===== config.mk =====
export PLATFORM = sky130hd
export DESIGN_NAME = ro_meas_ctrl
export DESIGN_NICKNAME = d
export VERILOG_FILES = /design/src/rtl/ro_sensor_pkg.sv /design/src/rtl/ro_rd_streamer.sv /design/src/rtl/ro_meas_ctrl.sv
export SDC_FILE = /design/constraint.sdc
export NUM_CORES = 1
export LEC_CHECK = 0
export CORE_UTILIZATION = 40
export CTS_CLUSTER_DIAMETER = 80
export DETAILED_ROUTE_END_ITERATION = 7
export GPL_ROUTABILITY_DRIVEN = 0
export PLACE_DENSITY = 0.67
export SYNTH_ARGS = -nofsm -noshare
export SYNTH_HDL_FRONTEND = slang
export SYNTH_SLANG_ARGS = --single-unit

===== constraint.sdc =====
create_clock -name clk_origin -period 4.2 [get_ports clk_origin]
set_clock_uncertainty 0.05 [all_clocks]
set_input_delay 0.63 -clock clk_origin [delete_from_list [all_inputs] [get_ports clk_origin]]
set_output_delay 0.63 -clock clk_origin [all_outputs]
set_load 0.05 [all_outputs]

===== src/rtl/ro_sensor_pkg.sv =====
// Shared types and constants for the RO frequency sensor measurement path.
package ro_sensor_pkg;

   localparam int ADDR_W_DEF = 13;
   localparam int DATA_W_DEF = 32;
   localparam int SETTLE_W   = 16;

   // Controller states. RD_ISSUE/RD_LATCH/RD_HOLD are the per-word readout
   // substates owned by the read streamer.
   typedef enum logic [2:0] {
      IDLE     = 3'd0,
      CLEAR    = 3'd1,
      SETTLE   = 3'd2,
      MEASURE  = 3'd3,
      RD_ISSUE = 3'd4,
      RD_LATCH = 3'd5,
      RD_HOLD  = 3'd6,
      DONE     = 3'd7
   } ro_ctrl_state_t;

endpackage


===== src/rtl/ro_rd_streamer.sv =====
// Readout engine: walks RAM port B from address 0 to num-1 and presents each
// word on a valid/ready port. Three cycles minimum per word (issue, latch, hold).
//
// Handshake: rd_valid rises with rd_data already stable and both stay unchanged
// until a cycle with rd_valid & rd_ready; that cycle transfers the word and
// rd_valid is low on the following cycle. rd_valid never depends on rd_ready.
module ro_rd_streamer
   import ro_sensor_pkg::*;
#(
   parameter int ADDR_W = ADDR_W_DEF,
   parameter int DATA_W = DATA_W_DEF
) (
   input  logic                 clk_origin,
   input  logic                 rst,
   input  logic                 clr,
   input  logic                 go,
   input  logic [ADDR_W:0]      num,
   input  logic [DATA_W-1:0]    ram_rdata,
   input  logic                 rd_ready,
   output logic                 ram_re,
   output logic [ADDR_W-1:0]    ram_raddr,
   output logic                 rd_valid,
   output logic [DATA_W-1:0]    rd_data,
   output logic                 fin,
   output ro_ctrl_state_t       rd_state
);

   logic [ADDR_W:0] last_idx;

   assign last_idx = num - 1'b1;

   // Per-word read sequence; clr drops every enable at once and returns to idle.
   always_ff @(posedge clk_origin or negedge rst) begin
      if (!rst) begin
         rd_state  <= IDLE;
         ram_re    <= 1'b0;
         ram_raddr <= '0;
         rd_valid  <= 1'b0;
         rd_data   <= '0;
         fin       <= 1'b0;
      end else if (clr) begin
         rd_state <= IDLE;
         ram_re   <= 1'b0;
         rd_valid <= 1'b0;
         fin      <= 1'b0;
      end else begin
         fin    <= 1'b0;
         ram_re <= 1'b0;
         case (rd_state)
            IDLE: begin
               if (go) begin
                  rd_state  <= RD_ISSUE;
                  ram_re    <= 1'b1;
                  ram_raddr <= '0;
               end
            end
            RD_ISSUE: rd_state <= RD_LATCH;
            RD_LATCH: begin
               rd_data  <= ram_rdata;
               rd_valid <= 1'b1;
               rd_state <= RD_HOLD;
            end
            RD_HOLD: begin
               if (rd_ready) begin
                  rd_valid <= 1'b0;
                  if ({1'b0, ram_raddr} == last_idx) begin
                     fin      <= 1'b1;
                     rd_state <= IDLE;
                  end else begin
                     ram_raddr <= ram_raddr + 1'b1;
                     ram_re    <= 1'b1;
                     rd_state  <= RD_ISSUE;
                  end
               end
            end
            default: rd_state <= IDLE;
         endcase
      end
   end

endmodule


===== src/rtl/ro_meas_ctrl.sv =====
// Measurement sequencer: optional RAM clear, settle window, capture of N
// samples into consecutive addresses, then readout through ro_rd_streamer.
module ro_meas_ctrl
   import ro_sensor_pkg::*;
#(
   parameter int ADDR_W   = ADDR_W_DEF,
   parameter int DATA_W   = DATA_W_DEF,
   parameter bit CLEAR_EN = 1'b1
) (
   input  logic                 clk_origin,
   input  logic                 rst,
   input  logic                 start,
   input  logic                 abort,
   input  logic [ADDR_W:0]      cfg_num_samples,
   input  logic [SETTLE_W-1:0]  cfg_settle_cycles,
   input  logic                 sample_valid,
   input  logic [DATA_W-1:0]    sample_data,
   output logic                 inst_valid,
   output logic                 ram_we,
   output logic [ADDR_W-1:0]    ram_waddr,
   output logic [DATA_W-1:0]    ram_wdata,
   output logic                 ram_re,
   output logic [ADDR_W-1:0]    ram_raddr,
   input  logic [DATA_W-1:0]    ram_rdata,
   output logic                 rd_valid,
   output logic [DATA_W-1:0]    rd_data,
   input  logic                 rd_ready,
   output logic                 busy,
   output logic                 done,
   output logic                 aborted,
   output logic                 cfg_err,
   output logic [ADDR_W:0]      sample_count,
   output ro_ctrl_state_t       state_dbg
);

   localparam logic [ADDR_W:0]   DEPTH_V  = {1'b1, {ADDR_W{1'b0}}};
   localparam logic [ADDR_W-1:0] LAST_ADR = {ADDR_W{1'b1}};

   ro_ctrl_state_t        state;
   ro_ctrl_state_t        rd_state;
   logic [ADDR_W:0]       num_lat;
   logic [SETTLE_W-1:0]   settle_cnt;
   logic [ADDR_W-1:0]     wr_ptr;
   logic                  rd_go;
   logic                  rd_fin;
   logic                  cfg_bad;

   assign cfg_bad = (cfg_num_samples == '0) || (cfg_num_samples > DEPTH_V);

   // While reading out, the streamer's substate is the more useful view.
   assign state_dbg = (state == RD_ISSUE && rd_state != IDLE) ? rd_state : state;

   // Campaign FSM; abort outside IDLE overrides everything else.
   always_ff @(posedge clk_origin or negedge rst) begin
      if (!rst) begin
         state        <= IDLE;
         num_lat      <= '0;
         settle_cnt   <= '0;
         wr_ptr       <= '0;
         rd_go        <= 1'b0;
         inst_valid   <= 1'b0;
         ram_we       <= 1'b0;
         ram_waddr    <= '0;
         ram_wdata    <= '0;
         busy         <= 1'b0;
         done         <= 1'b0;
         aborted      <= 1'b0;
         cfg_err      <= 1'b0;
         sample_count <= '0;
      end else begin
         done    <= 1'b0;
         aborted <= 1'b0;
         cfg_err <= 1'b0;
         rd_go   <= 1'b0;
         ram_we  <= 1'b0;
         if (abort && state != IDLE) begin
            state      <= IDLE;
            busy       <= 1'b0;
            aborted    <= 1'b1;
            inst_valid <= 1'b0;
         end else begin
            case (state)
               IDLE: begin
                  if (start && !abort) begin
                     if (cfg_bad) begin
                        cfg_err <= 1'b1;
                     end else begin
                        num_lat      <= cfg_num_samples;
                        settle_cnt   <= cfg_settle_cycles;
                        sample_count <= '0;
                        wr_ptr       <= '0;
                        busy         <= 1'b1;
                        if (CLEAR_EN) begin
                           state     <= CLEAR;
                           ram_we    <= 1'b1;
                           ram_waddr <= '0;
                           ram_wdata <= '0;
                        end else begin
                           inst_valid <= 1'b1;
                           state      <= (cfg_settle_cycles == '0) ? MEASURE : SETTLE;
                        end
                     end
                  end
               end
               CLEAR: begin
                  if (ram_waddr == LAST_ADR) begin
                     inst_valid <= 1'b1;
                     state      <= (settle_cnt == '0) ? MEASURE : SETTLE;
                  end else begin
                     ram_we    <= 1'b1;
                     ram_waddr <= ram_waddr + 1'b1;
                  end
               end
               SETTLE: begin
                  if (settle_cnt == SETTLE_W'(1)) begin
                     state <= MEASURE;
                  end else begin
                     settle_cnt <= settle_cnt - 1'b1;
                  end
               end
               MEASURE: begin
                  if (sample_valid) begin
                     ram_we       <= 1'b1;
                     ram_waddr    <= wr_ptr;
                     ram_wdata    <= sample_data;
                     wr_ptr       <= wr_ptr + 1'b1;
                     sample_count <= sample_count + 1'b1;
                     if ((sample_count + 1'b1) == num_lat) begin
                        inst_valid <= 1'b0;
                        rd_go      <= 1'b1;
                        state      <= RD_ISSUE;
                     end
                  end
               end
               RD_ISSUE: begin
                  if (rd_fin) begin
                     done  <= 1'b1;
                     state <= DONE;
                  end
               end
               DONE: begin
                  state <= IDLE;
                  busy  <= 1'b0;
               end
               default: begin
                  state <= IDLE;
                  busy  <= 1'b0;
               end
            endcase
         end
      end
   end

   ro_rd_streamer #(
      .ADDR_W (ADDR_W),
      .DATA_W (DATA_W)
   ) u_rd_streamer (
      .clk_origin (clk_origin),
      .rst        (rst),
      .clr        (abort),
      .go         (rd_go),
      .num        (num_lat),
      .ram_rdata  (ram_rdata),
      .rd_ready   (rd_ready),
      .ram_re     (ram_re),
      .ram_raddr  (ram_raddr),
      .rd_valid   (rd_valid),
      .rd_data    (rd_data),
      .fin        (rd_fin),
      .rd_state   (rd_state)
   );

endmodule


==> key figures, run 1 <==
Critical path
  • CP Max Fanout: 26
  • Critical Path Source Type: register
  • Crit path max-delay cell type: dfrtp_1
  • Worst setup path class: register to output pin
  • Crit path cell chain: clkinv_1 -> buf_4 -> a31o_2 -> clkdlybuf4s50_1
  • Crit path DAT: 2740 ps
  • Worst setup EP type: output pin
  • Worst Path Required: 3520 ps
  • Slowest Stage Delay on Critical Path: 930 ps

Logic synthesis
  • Simple-gate area share of the yosys netlist: 21.2%
  • Number of synthesized flops with an enable pin: 0
  • Synth Cell Area: 8480 sq um
  • Net count after synthesis: 1036
  • Main combinational cell family by area after synthesis: simple AND/OR/NAND/NOR gates
  • Prevailing post-synth register cell: dfrtp_1
  • Syn avg cell area: 9.13 sq um
  • Mux share of post-synthesis cell area: 6.79%
  • #FFs+latches synth: 163
  • Seq/Total Area, Yosys: 48.1%
  • Area fraction in compound gates after synthesis: 15.3%
  • Cells after Synth: 929
  • Adder-Cell Fraction of Synth Area: 1.03%
  • Synthesis Warnings: 0
  • Count of cell types in the netlist: 61
  • Async S/R FF share, synth: 100%
  • XOR/XNOR Fraction of Synth Area: 4.03%
  • Synth top area share: 48.1%
  • Area contributors post-synth: dfrtp_1, o21ai_0, mux2_2, nand2_1, nor2_1
  • Area leader, netlist: dfrtp_1

STA
  • Rel. slew slack: 40.8%
  • Setup_tns: 0 ps
  • Max Slew Vio Count: 0
  • Final Hold Vio Count: 0
  • Fmax: 293 MHz
  • Final min period: 3420 ps
  • Post-route setup slack: 783 ps
  • Final setup viols: 0
  • RSZ-0062 raised after global routing: false
  • Final period util: 81.4%
  • Worst Tran Pin Value: 888 ps

Power
  • Net Switching: 3040 uW
  • LEAKAGE: 0.00476 uW
  • PD cells: 606 nW/um^2
  • Peak supply drop: 387 uV
  • Comb pwr share: 42.1%
  • Seq pwr share: 34.9%
  • Cell internal pwr: 3900 uW
  • Sw Share: 43.9%
  • Clock share of power: 22.9%

CTS
  • Setup Buffers After CTS: 0
  • Cts hold-fix bufs: 0
  • CTS tree: done
  • # H-tree levels: 4
  • Clock Tree Root: clkbuf_16
  • Clk sink count: 163
  • Skew-Pair Late Insertion Delay: 430 ps
  • Reg clk slew, reported paths: 70 ps
  • Post-CTS resize count: 0
  • TritonCTS Buffers: 17
  • Clk buf depth: 2

Route
  • Final wirelength: 23900 um
  • Highest metal used: met4
  • Routed met1 length: 10900 um
  • Antenna Nets Post-Route: 0
  • Drt wl/cell: 17.0 um
  • Drt first pass iters: 6
  • Total number of vias: 7598
  • Vias per cell: 5.40
  • Drt drc: 0
  • WL met3: 1730 um
  • Drt initial violations: 553
  • Met2 routed WL: 11100 um

Floorplanning
  • Io pins: 215
  • Initial core utilization: 41.4%
  • Standard-cell row count: 52
  • Die height: 148 um
  • Die footprint: 21800 sq um
  • Core Box Area: 20500 sq um
  • Width of the chip: 148 um

Global route
  • Largest net degree at the start of global routing: 82
  • Vias in the first global route: 7394
  • First-pass GRT wire length: 39500 um
  • GR Util All Layers: 23.0%
  • Initial antenna violation count: 1
  • GR Overflow Total: 0

Run status
  • Outcome: completed

Cells and area
  • Non-Filler Instances: 1407
  • Non-Filler Cell Area, Final: 11500 sq um
  • Layout net count: 1230
  • Share of layout cells above drive strength 1: 9.42%
  • Layout area overhead: 35.1%

Place
  • I/O Buffers: 214
  • Area post-placement: 10800 sq um
  • Pre-CTS setup slack: 761 ps
  • Cell count after placement: 1374
  • Post-DP HPWL: 17100 um

Worst hold path
  • Hold WC Path Type: input port to async pin

Run
  • Number of max-cap violations: 0
## power groups by stage
stage          combinational, uW  clock, uW  sequential, uW
2_1_floorplan               1300          0            3060
3_3_place_gp                2900          0            2430
3_5_place_dp                2920          0            2430
4_1_cts                     2930       1630            2420
5_1_grt                     3170       1700            2490
6_report                    2920       1590            2420
## cells by family after synthesis
kind of cell,Yosys count
multiplexers,52
AO/OA/AOI/OAI,223
AND/OR/NAND/NOR,371
buffers and inverters,74
XOR/XNOR,39
adder cells (fa/ha/maj),7
flip-flops,163
## worst paths after layout
check / startpoint / to / slack [ps] / cells after the start
hold reg to reg: u_rd_streamer.rd_data[28]$_DFFE_PN0P_ / u_rd_streamer.rd_data[28]$_DFFE_PN0P_ / 460 / 1
setup / recovery: state[1]$_DFFE_PN0P_ / state_dbg[0] / 780 / 4
min in group clk_origin: u_rd_streamer.rd_data[28]$_DFFE_PN0P_ / u_rd_streamer.rd_data[28]$_DFFE_PN0P_ / 460 / 1
setup reg to reg: num_lat[5]$_DFFE_PN0P_ / u_rd_streamer.ram_raddr[11]$_DFFE_PN0P_ / 800 / 8
max in group asynchronous: rst / ram_wdata[15]$_DFFE_PN0P_ / 2930 / 2
hold / removal: rst / u_rd_streamer.ram_raddr[1]$_DFFE_PN0P_ / 210 / 1
## routing by layer
metal / vias up / GRT usage, %
li1: 3702 / -
met4: 0 / 5.77
met5: - / 0
met3: 15 / 7.07
met1: 3654 / 31.2
met2: 227 / 35.6
## cells in the final DEF (no fill, tap or decap), types with 6 or more instances in the layout
| cell | synthesis | final |
|---|---|---|
| and2_1 | 6 | 6 |
| buf_4 | 0 | 13 |
| a22oi_1 | 10 | 10 |
| clkbuf_16 | 0 | 17 |
| nand3_1 | 31 | 30 |
| ha_1 | 7 | 7 |
| and3_1 | 13 | 12 |
| nand2_1 | 121 | 121 |
| o21ai_0 | 120 | 120 |
| nor3_1 | 24 | 24 |
| inv_1 | 21 | 21 |
| or3_1 | 17 | 17 |
| a21oi_1 | 43 | 43 |
| nand4_1 | 17 | 17 |
| xnor2_1 | 15 | 15 |
| o211ai_1 | 7 | 7 |
| nor2_1 | 83 | 82 |
| o31ai_1 | 8 | 8 |
| or4_1 | 6 | 6 |
| nor2b_1 | 8 | 8 |
| mux2_2 | 44 | 44 |
| mux2i_1 | 8 | 8 |
| dfrtp_1 | 163 | 163 |
| nor4_1 | 9 | 9 |
| nand2b_1 | 11 | 11 |
| xor2_1 | 24 | 24 |
| clkdlybuf4s50_1 | 0 | 213 |
## critical path, delay by kind of cell, from the launching register on
kind	cells	cell delay, ps
buffers and inverters	3	1120
flip-flops	1	930
AO/OA/AOI/OAI	1	260
## layout make-up
type / count / area, sq um
fillers: 1881 / 9040
multi-input cells: 692 / 4110
flip-flops and latches: 163 / 4080
repair buffers: 227 / 2240
clock buffers: 17 / 425
well taps: 270 / 338
clock inverters: 15 / 180
inverters: 22 / 82.6
diodes: 1 / 2.50
## synthesized netlist by cell type, types with 3 or more instances
library cell / n
dfrtp_1: 163
nand2_1: 121
o21ai_0: 120
nor2_1: 83
clkbuf_1: 46
mux2_2: 44
a21oi_1: 43
nand3_1: 31
nor3_1: 24
xor2_1: 24
inv_1: 21
nand4_1: 17
or3_1: 17
xnor2_1: 15
and3_1: 13
nand2b_1: 11
a22oi_1: 10
nor4_1: 9
mux2i_1: 8
nor2b_1: 8
o31ai_1: 8
ha_1: 7
o211ai_1: 7
and2_1: 6
or4_1: 6
nand3b_1: 5
or2_2: 5
nor3b_1: 4
o2111ai_1: 4
a21o_1: 3
a311oi_1: 3
a41oi_1: 3
and4_1: 3
## sequential cells by signal, summed over array words and instances, names as in the netlist, 3 cells and up
register                 cells
num_lat                     14
sample_count                14
state                        3
ram_wdata                   32
settle_cnt                  16
u_rd_streamer.rd_data       32
u_rd_streamer.rd_state       3
wr_ptr                      13
u_rd_streamer.ram_raddr     13
ram_waddr                   13
## through the flow
step | total power (uW) | util, % | hold slack [ps]
2_1_floorplan | 4350 | - | 284
3_3_place_gp | 5330 | 52.9 | 439
3_5_place_dp | 5360 | 52.9 | 444
4_1_cts | 6980 | 55.9 | 238
5_1_grt | 7360 | 55.9 | 260
6_report | 6940 | 55.9 | 206
Power figures use the tool's default switching activity.
==> run 2, diff against run 1 <==
--- a/config.mk
+++ b/config.mk
@@ -9,7 +9,7 @@
 export CTS_CLUSTER_DIAMETER = 80
 export DETAILED_ROUTE_END_ITERATION = 7
 export GPL_ROUTABILITY_DRIVEN = 0
-export PLACE_DENSITY = 0.67
+export PLACE_DENSITY = 0.7
 export SYNTH_ARGS = -nofsm -noshare
 export SYNTH_HDL_FRONTEND = slang
 export SYNTH_SLANG_ARGS = --single-unit
==> constraint.sdc (replaced) <==
create_clock -name clk_origin -period 3.1 [get_ports clk_origin]
set_clock_uncertainty 0.05 [all_clocks]
set_input_delay 0.465 -clock clk_origin [delete_from_list [all_inputs] [get_ports clk_origin]]
set_output_delay 0.465 -clock clk_origin [all_outputs]
set_load 0.05 [all_outputs]
==> key figures, run 2 (same netlist as run 1, synthesis figures left out) <==
Route
  • Drt first pass iters: 7
  • Final wirelength: 24600 um
  • Drt initial violations: 517
  • Total number of vias: 7843
  • Vias per cell: 5.45
  • Antenna Nets Post-Route: 0
  • Drt drc: 0
  • Drt wl/cell: 17.1 um

Global route
  • First-pass GRT wire length: 39200 um
  • Vias in the first global route: 7548
  • GR Util All Layers: 22.8%
  • Largest net degree at the start of global routing: 63
  • GR Overflow Total: 0
  • Initial antenna violation count: 0

Critical path
  • Worst setup EP type: register
  • Slowest Stage Delay on Critical Path: 570 ps
  • Worst setup path class: register to register
  • CP Max Fanout: 7
  • Crit path max-delay cell type: or4_4
  • Worst Path Required: 3410 ps
  • Reg2reg start: num_lat[0]$_DFFE_PN0P_
  • Crit path DAT: 3370 ps
  • Crit path from: num_lat[0]$_DFFE_PN0P_
  • Crit path cell chain: or4_4 -> or4_4 -> nor3_2 -> xor2_1 -> nor4_1 -> buf_4 -> and4_4 -> buf_4 -> or3_4 -> a21oi_2
  • Critical Path Source Type: register

STA
  • Final min period: 3060 ps
  • Final period util: 98.8%
  • Min Hold Slack: 456 ps
  • Rel. slew slack: 37.4%
  • Max Slew Vio Count: 0
  • Fmax: 326 MHz
  • Post-route setup slack: 36.6 ps
  • Worst Tran Pin Value: 936 ps
  • Final setup viols: 0
  • RSZ-0062 raised after global routing: true
  • Final Hold Vio Count: 0

Floorplanning
  • Die height: 148 um
  • Width of the chip: 148 um
  • Core Box Area: 20500 sq um
  • Io pins: 215
  • Initial core utilization: 41.4%
  • Standard-cell row count: 52
  • Die footprint: 21800 sq um

Cells and area
  • Layout area overhead: 39.2%
  • Largest registers: ram_wdata (32), u_rd_streamer.rd_data (32), settle_cnt (16)
  • Layout net count: 1262
  • Share of layout cells above drive strength 1: 13.0%
  • Most frequent cells in the layout: clkdlybuf4s50_1, dfrtp_1, nand2_1, o21ai_0, nor2_1
  • Commonest non-fill, non-tap cell in the layout: clkdlybuf4s50_1
  • Final Util: 57.6%
  • Fillers: 1808
  • Ant diodes: 0

CTS
  • Skew-Pair Late Insertion Delay: 430 ps
  • Clk buf depth: 2
  • TritonCTS Buffers: 17
  • Clock Tree Root: clkbuf_16
  • CTS tree: done
  • Reg clk slew, reported paths: 70 ps
  • # H-tree levels: 4
  • Clk sink count: 163

Power
  • PD cells: 822 nW/um^2
  • LEAKAGE: 0.00494 uW
  • Total Power: 9700 uW
  • Seq pwr share: 32.2%
  • Sw Share: 43.2%
  • Cell internal pwr: 5510 uW
  • Net Switching: 4190 uW
  • Peak supply drop: 604 uV
  • Comb pwr share: 44.9%
  • Clock share of power: 22.8%

Run
  • Number of max-cap violations: 0

Place
  • Pre-CTS setup slack: -20.1 ps
  • I/O Buffers: 214
  • Post-DP HPWL: 17900 um

Worst hold path
  • Hold WC Path Type: register to register
  • Hold path startpoint: u_rd_streamer.rd_data[22]$_DFFE_PN0P_

Run status
  • Outcome: completed
[run 2: changes by cell type in the layout (fill, tap and decap cells not counted), moves of 2 or more]
cell     previous run  this run
inv_6               4         2
nor3_2              1         4
a21oi_1            43        40
nor3_1             24        21
buf_12              0         3
or3_4               0         2
a21oi_2             0         3
buf_4              13        41
or3_1              17        15
[run 2: path summary, 6_finish.rpt]
path	end	slack [ps]	cells past startpoint
setup / recovery	u_rd_streamer.ram_raddr[7]$_DFFE_PN0P_	40	10
hold / removal	u_rd_streamer.rd_data[22]$_DFFE_PN0P_	460	1
setup reg to reg	u_rd_streamer.ram_raddr[7]$_DFFE_PN0P_	40	10
hold reg to reg	u_rd_streamer.rd_data[22]$_DFFE_PN0P_	460	1
max in group asynchronous	ram_wdata[19]$_DFFE_PN0P_	1720	3
min in group asynchronous	u_rd_streamer.ram_raddr[11]$_DFFE_PN0P_	520	2
[run 2: layout make-up]
type / count / area (sq um) / share of cell area, %
clock buffers: 17 / 425 / 3.60
well taps: 270 / 338 / 2.86
multi-input cells: 692 / 4160 / 35.3
repair buffers: 259 / 2520 / 21.4
inverters: 22 / 82.6 / 0.700
clock inverters: 15 / 193 / 1.63
flip-flops and latches: 163 / 4080 / 34.6
[run 2: stage by stage]
stage,setup TNS [ps],instance area [sq um],std cells
after detailed placement,-27.4,11100,1400
after floorplan,0,8480,929
after CTS,0,11700,1433
after global placement,0,11100,1400
final,0,11800,1438
after global routing,-170,11800,1438
[run 2: worst max-delay path: cells and delay by family (launching register included)]
kind	cells	cell delay [ps]
simple gates	6	1920
flops	1	440
buf+inv	2	290
xor+xnor	1	170
compound gates	1	130
[run 2: routing by layer]
| layer | vias up | track usage [%] | part of all wire [%] |
|---|---|---|---|
| li1 | 3761 | - | - |
| met1 | 3802 | 30.1 | 44 |
| met2 | 253 | 36.4 | 48 |
| met3 | 27 | 6.45 | 7.1 |
| met4 | 0 | 6.49 | 1.5 |
| met5 | - | 0 | 0 |
[run 2: power groups by stage]
| stage | Combinational [uW] | Clock (uW) | Sequential (uW) |
|---|---|---|---|
| after floorplan | 1760 | 0 | 4140 |
| after global placement | 4240 | 0 | 3130 |
| after detailed placement | 4280 | 0 | 3150 |
| after CTS | 4290 | 2260 | 3120 |
| after global routing | 4700 | 2340 | 3210 |
| final | 4360 | 2210 | 3130 |
[run 2: timing repair]
action                                  4_1_cts  5_1_grt
gates resized for setup                       0       15
endpoints found under the setup margin        0       15
setup buffers                                 0        5
endpoints found under the hold margin         5        0
hold buffers                                  1        0
==> RTL edit 1: new RTL, config.mk and constraints of run 2 <==
Put a register stage on the output `state_dbg`. The value now appears one clock later. The other outputs are not delayed to match.
--- a/src/rtl/ro_meas_ctrl.sv
+++ b/src/rtl/ro_meas_ctrl.sv
@@ -49,5 +49,7 @@
 
    // While reading out, the streamer's substate is the more useful view.
-   assign state_dbg = (state == RD_ISSUE && rd_state != IDLE) ? rd_state : state;
+   always_ff @(posedge clk_origin) begin
+      state_dbg <= (state == RD_ISSUE && rd_state != IDLE) ? rd_state : state;
+   end
 
    // Campaign FSM; abort outside IDLE overrides everything else.
Behaviour: not the same (Yosys sat finds a counterexample within 4 cycles, from zero or initial values and one cycle with rst low).
==> RTL edit 1 against run 2 <==
The run now ends with hold timing left. Final cell count rose by 2.4%. Worst hold slack lost 480 ps. Combinational power fell by 16%. Critical endpoint unchanged. Sequential power about the same. Total power down 7.7%. Count of clock-buffer cells in the layout unchanged. Final area shrank 0.11%. Setup slack better by 170 ps. Synthesized area grew 2.8%. Utilization decreased by 2.0 points. Wire length fell by 2.3%. Sequential cell count rose by 3. Largest power group unchanged.
==> RTL edit 1: results (changes against run 2) <==
- Vias after detailed routing: 8033 (+2.4%)
- Resized cells post-CTS: 0 (unchanged)
- Worst hold slack: -22.9 ps (-479 ps)
- WP data required: 3370 ps (-40 ps)
- Root Buffer: clkbuf_16
- Ant diodes: 0 (unchanged)
- Register area share after synthesis: 0.475 (-0.00616)
- First-pass DRT Iterations: 5 (-2)
- H-tree levels: 4 (unchanged)
- Setup bufs post-CTS: 0 (unchanged)
- Synth cell types: 70 (+15%)
- Placed cell count: 1440 (+2.9%)
- Vias in the first global route: 7586 (+0.50%)
- Worst-Skew Late Latency: 430 ps (about the same)
- FILL cells: 1929 (+6.7%)
- Largest net degree at the start of global routing: 66 (+4.8%)
- Run status: complete, but fails checks
- Ys Warns: 0 (unchanged)
- Initial DRC count: 564 (+9.1%)
- Ratio of cells with drive above 1 in the final layout: 0.0952 (-0.0349)
- Nets: 1291 (+2.3%)
- First-pass GRT wire length: 38400 microns (-2.3%)
- Setup_tns: 0 ps (unchanged)
- Per-cell routed wire length: 16.3 microns (-4.6%)
- Initial antenna violation count: 0 (unchanged)
- Crit Path Max Fanout: 6 (-1)
- Max IR drop VDD: 0.000509 V (-16%)
- Int Power: 5.17 mW (-6.2%)
- Routed WL: 24000 microns (-2.3%)
- Post-Syn Nets: 1090 (+5.2%)
- Overall Global Routing Usage: 0.217 (-0.0106)
- Final hold violations: 18 (+18)
- Clock Tree Buf Depth: 2 (unchanged)
- Clock slew at reported path FFs: 70 ps (about the same)
- Failing checks: hold timing
- Worst Tran Pin Value: 720 ps (-216 ps)
- Final HPWL from detailed placement: 17000 microns (-5.0%)
- CTS Buf Count: 17 (unchanged)
- Synth top cells by count: 163 x dfrtp_1, 154 x nand2_1, 116 x o21ai_0
- Mean Syn Cell Area: 8.87 sq um (-2.9%)
- Input/output buffers: 214 (unchanged)
- Post-synth ARST share: 0.982 (-0.0181)
- Leak: 4.92 nW (-0.52%)
- Top cells by area, synth: dfrtp_1 47%, o21ai_0 6.7%, nand2_1 6.6%
- Largest registers: ram_wdata: 32 flops, u_rd_streamer.rd_data: 32 flops, settle_cnt: 16 flops
- Hold Crit Class: in -> async
RTL edit 1: metal layers:
| metal | up-vias | part of all wire | track usage |
|---|---|---|---|
| li1 | 3873 | - | - |
| met1 | 3893 | 0.45 | 0.294 |
| met2 | 250 | 0.46 | 0.339 |
| met3 | 17 | 0.075 | 0.0634 |
| met4 | 0 | 0.0097 | 0.0546 |
| met5 | - | 0 | 0 |
RTL edit 1: power by group through the flow:
| stage | logic, mW | clock network (mW) | registers [mW] |
|---|---|---|---|
| 2_1_floorplan | 1.64 | 0 | 3.94 |
| 3_3_place_gp | 3.59 | 0 | 3.14 |
| 3_5_place_dp | 3.64 | 0 | 3.16 |
| 4_1_cts | 3.66 | 2.21 | 3.12 |
| 5_1_grt | 3.96 | 2.30 | 3.20 |
| 6_report | 3.66 | 2.17 | 3.13 |
RTL edit 1: cell type report:
class	instances	area (sq um)	area share
inverters	18	67.6	0.00573
clock inverters	15	175	0.0149
multi-input cells	742	4280	0.363
flip-flops and latches	166	4140	0.351
well taps	275	344	0.0292
clock buffers	17	425	0.0361
repair buffers	239	2360	0.200
RTL edit 1: worst max-delay path, stage by stage, from the launching register on:
cell and delay, ps:
dfrtp_1 400, inv_1 80, ha_1 210, nor2b_1 140
or3_2 450, a31o_2 250, nor4_2 350, nand4_1 310
nand4_1 200, mux2_2 340
RTL edit 1: logic make-up (layout without fill, tap and decap cells):
family,Yosys count,count (layout),synth area share
compound gates,227,227,0.153
xor+xnor,38,38,0.0382
fa+ha+maj,7,7,0.0100
buf+inv,75,289,0.0354
flops,166,166,0.475
mux,41,41,0.0524
simple gates,429,429,0.236
RTL edit 1: worst paths after layout:
path | startpoint | end | slack, ps | depth (start not counted)
min in group clk_origin | u_rd_streamer.rd_data[12] | u_rd_streamer.rd_data[12] | 460 | 1
max in group asynchronous | rst | num_lat[0] | 2210 | 2
setup / recovery | num_lat[1] | u_rd_streamer.ram_raddr[7] | 200 | 9
hold / removal | rst | state[0] | -20 | 1
setup reg to reg | num_lat[1] | u_rd_streamer.ram_raddr[7] | 200 | 9
hold reg to reg | u_rd_streamer.rd_data[12] | u_rd_streamer.rd_data[12] | 460 | 1
RTL edit 1: stage by stage:
| stage | area [sq um] | setup WS [ps] | hold WS [ps] |
|---|---|---|---|
| after floorplan | 8720 | 272 | 119 |
| after global placement | 11200 | 83.4 | 438 |
| after detailed placement | 11200 | 64.3 | 445 |
| after CTS | 11800 | 92.0 | 4.11 |
| after global routing | 11800 | 5.43 | 26.5 |
| final | 11800 | 204 | -22.9 |
==> RTL edit 2: new RTL, config.mk and constraints of run 2 <==
Made on the original files. `CLEAR_EN`: 1'b1 -> 1'b0.
--- a/src/rtl/ro_meas_ctrl.sv
+++ b/src/rtl/ro_meas_ctrl.sv
@@ -6,5 +6,5 @@
    parameter int ADDR_W   = ADDR_W_DEF,
    parameter int DATA_W   = DATA_W_DEF,
-   parameter bit CLEAR_EN = 1'b1
+   parameter bit CLEAR_EN = 1'b0
 ) (
    input  logic                 clk_origin,
Check against the original RTL: not equivalent (Yosys sat finds a counterexample within 4 cycles, from zero or initial values and one cycle with rst low).
==> RTL edit 2 against run 2 <==
Combinational power down 9.9%. First-iteration DRC count down 24%. Total power down 3.8%. Via count up 1.1%. Setup slack better by 140 ps. Wire length up 2.5%. Synthesized area up 2.3%. Die area up 2.3%. Critical endpoint is now u_rd_streamer.fin. Critical path depth down 1. Sequential cell count unchanged. Final cell count up 1.5%. Maximum frequency up 4.6%. Final area up 1.7%.
==> RTL edit 2: results (changes against run 2) <==
- Clock Tree Buf Depth: 2 (unchanged)
- Post-synth ARST share: 1.00 (unchanged)
- Vias after detailed routing: 7930 (+1.1%)
- Synth top cells by count: 166 x nand2_1, 163 x dfrtp_1, 71 x o21ai_0
- Register area share after synthesis: 0.470 (-0.0110)
- Commonest non-fill, non-tap cell in the layout: clkdlybuf4s50_1
- Clock slew at reported path FFs: 60 ps
- Layout Cells excl Fill: 1459 (+1.5%)
- Run status: finished, final reports clean
- Post-synth top flop: dfrtp_1
- Max IR drop VDD: 0.000446 V (-26%)
- CTS Buf Count: 17 (unchanged)
- Overall Global Routing Usage: 0.235 (+0.00718)
- Synth cell types: 72 (+18%)
- Gate Count Post-Synth: 944 (+1.6%)
- Slowest CP cell: or4_1
- Worst-Skew Late Latency: 420 ps
- Ys Warns: 0 (unchanged)
- Initial antenna violation count: 2 (+2)
- Top cells by area, synth: dfrtp_1 47%, nand2_1 7.2%, mux2_2 5.6%
- First-pass GRT wire length: 41100 microns (+4.7%)
- Slew HR: 0.508 (+0.134)
- H-tree levels: 4 (unchanged)
- Ratio of cells with drive above 1 in the final layout: 0.129 (-0.00154)
- Crit-path max cell delay: 570 ps (about the same)
- Nets: 1277 (+1.2%)
- First-pass DRT Iterations: 4 (-3)
- Crit Path Max Fanout: 3 (-4)
- Root Buffer: clkbuf_16
- Leak: 5.00 nW (+1.2%)
- Largest net degree at the start of global routing: 77 (+22%)
- Final HPWL from detailed placement: 18200 microns (+1.8%)
- Worst Path Arrival: 3200 ps (-170 ps)
- Placed cell count: 1426 (+1.9%)
- Input/output buffers: 214 (unchanged)
- Area leader, netlist: dfrtp_1
- Largest registers: ram_wdata: 32 flops, u_rd_streamer.rd_data: 32 flops, settle_cnt: 16 flops
- Hold Crit Class: in -> async
- Per-cell routed wire length: 17.3 microns (+0.98%)
- Vias in the first global route: 7957 (+5.4%)
- Worst path top cell family by delay: simple AND/OR/NAND/NOR gates
- Initial DRC count: 394 (-24%)
- Post-Syn Nets: 1051 (+1.4%)
-- RTL edit 2: layout make-up --
| class | count | area, sq um |
|---|---|---|
| clock buffer | 18 | 429 |
| timing repair buffer | 259 | 2520 |
| inverter | 15 | 56.3 |
| multi-input combinational | 714 | 4350 |
| antenna | 2 | 5.00 |
| fill | 1857 | 9150 |
| sequential | 163 | 4080 |
| clock inverter | 13 | 210 |
| tap | 275 | 344 |
-- RTL edit 2: power breakdown --
| group | leakage (nW) | switching (mW) | internal, mW |
|---|---|---|---|
| Sequential | 2.13 | 0.490 | 2.60 |
| Combinational | 2.56 | 2.39 | 1.54 |
| Clock | 0.306 | 0.886 | 1.43 |
-- RTL edit 2: cell families after synthesis --
| family | Yosys count | share of synthesized area |
|---|---|---|
| AOI/OAI and AO/OA | 211 | 0.153 |
| xor gates and xnor gates | 45 | 0.0454 |
| adders and majority gates | 7 | 0.0101 |
| buffers and inverters | 67 | 0.0311 |
| DFF | 163 | 0.470 |
| muxes | 47 | 0.0604 |
| and+or+nand+nor | 404 | 0.230 |
-- RTL edit 2: worst paths after layout --
check                                   start                 to  slack, ps  cells after the start
worst max register to register     num_lat[0]  u_rd_streamer.fin        170                      9
worst min-delay path                      rst    sample_count[0]         20                      1
min in group clk_origin         ram_wdata[18]      ram_wdata[18]        420                      2
worst min register to register  ram_wdata[18]      ram_wdata[18]        420                      2
worst max-delay path               num_lat[0]  u_rd_streamer.fin        170                      9
max in group asynchronous                 rst      ram_wdata[31]       2250                      2
-- RTL edit 2: repair_timing --
action | in CTS | in global routing
gates resized for setup | 0 | 5
setup endpoints to repair | 0 | 15
setup buffers | 0 | 0
-- RTL edit 2: through the flow --
| step | setup TNS (ps) | cell area, sq um | utilization | setup WS (ps) |
|---|---|---|---|---|
| finish | 0 | 12000 | 0.567 | 172 |
| global route | -29.9 | 12000 | 0.567 | -29.9 |
| CTS | 0 | 12000 | 0.567 | 76.8 |
| detailed placement | -295 | 11300 | 0.536 | -92.6 |
| global placement | -47.3 | 11300 | 0.536 | -47.3 |
| floorplan | 0 | 8680 | - | 60.7 |
-- RTL edit 2: per-layer routing --
metal,global-route usage,up-vias,wire (microns)
met5,0,-,0
met3,0.0694,21,1860
li1,-,3830,-
met2,0.386,238,12100
met1,0.297,3841,10800
met4,0.0719,0,362
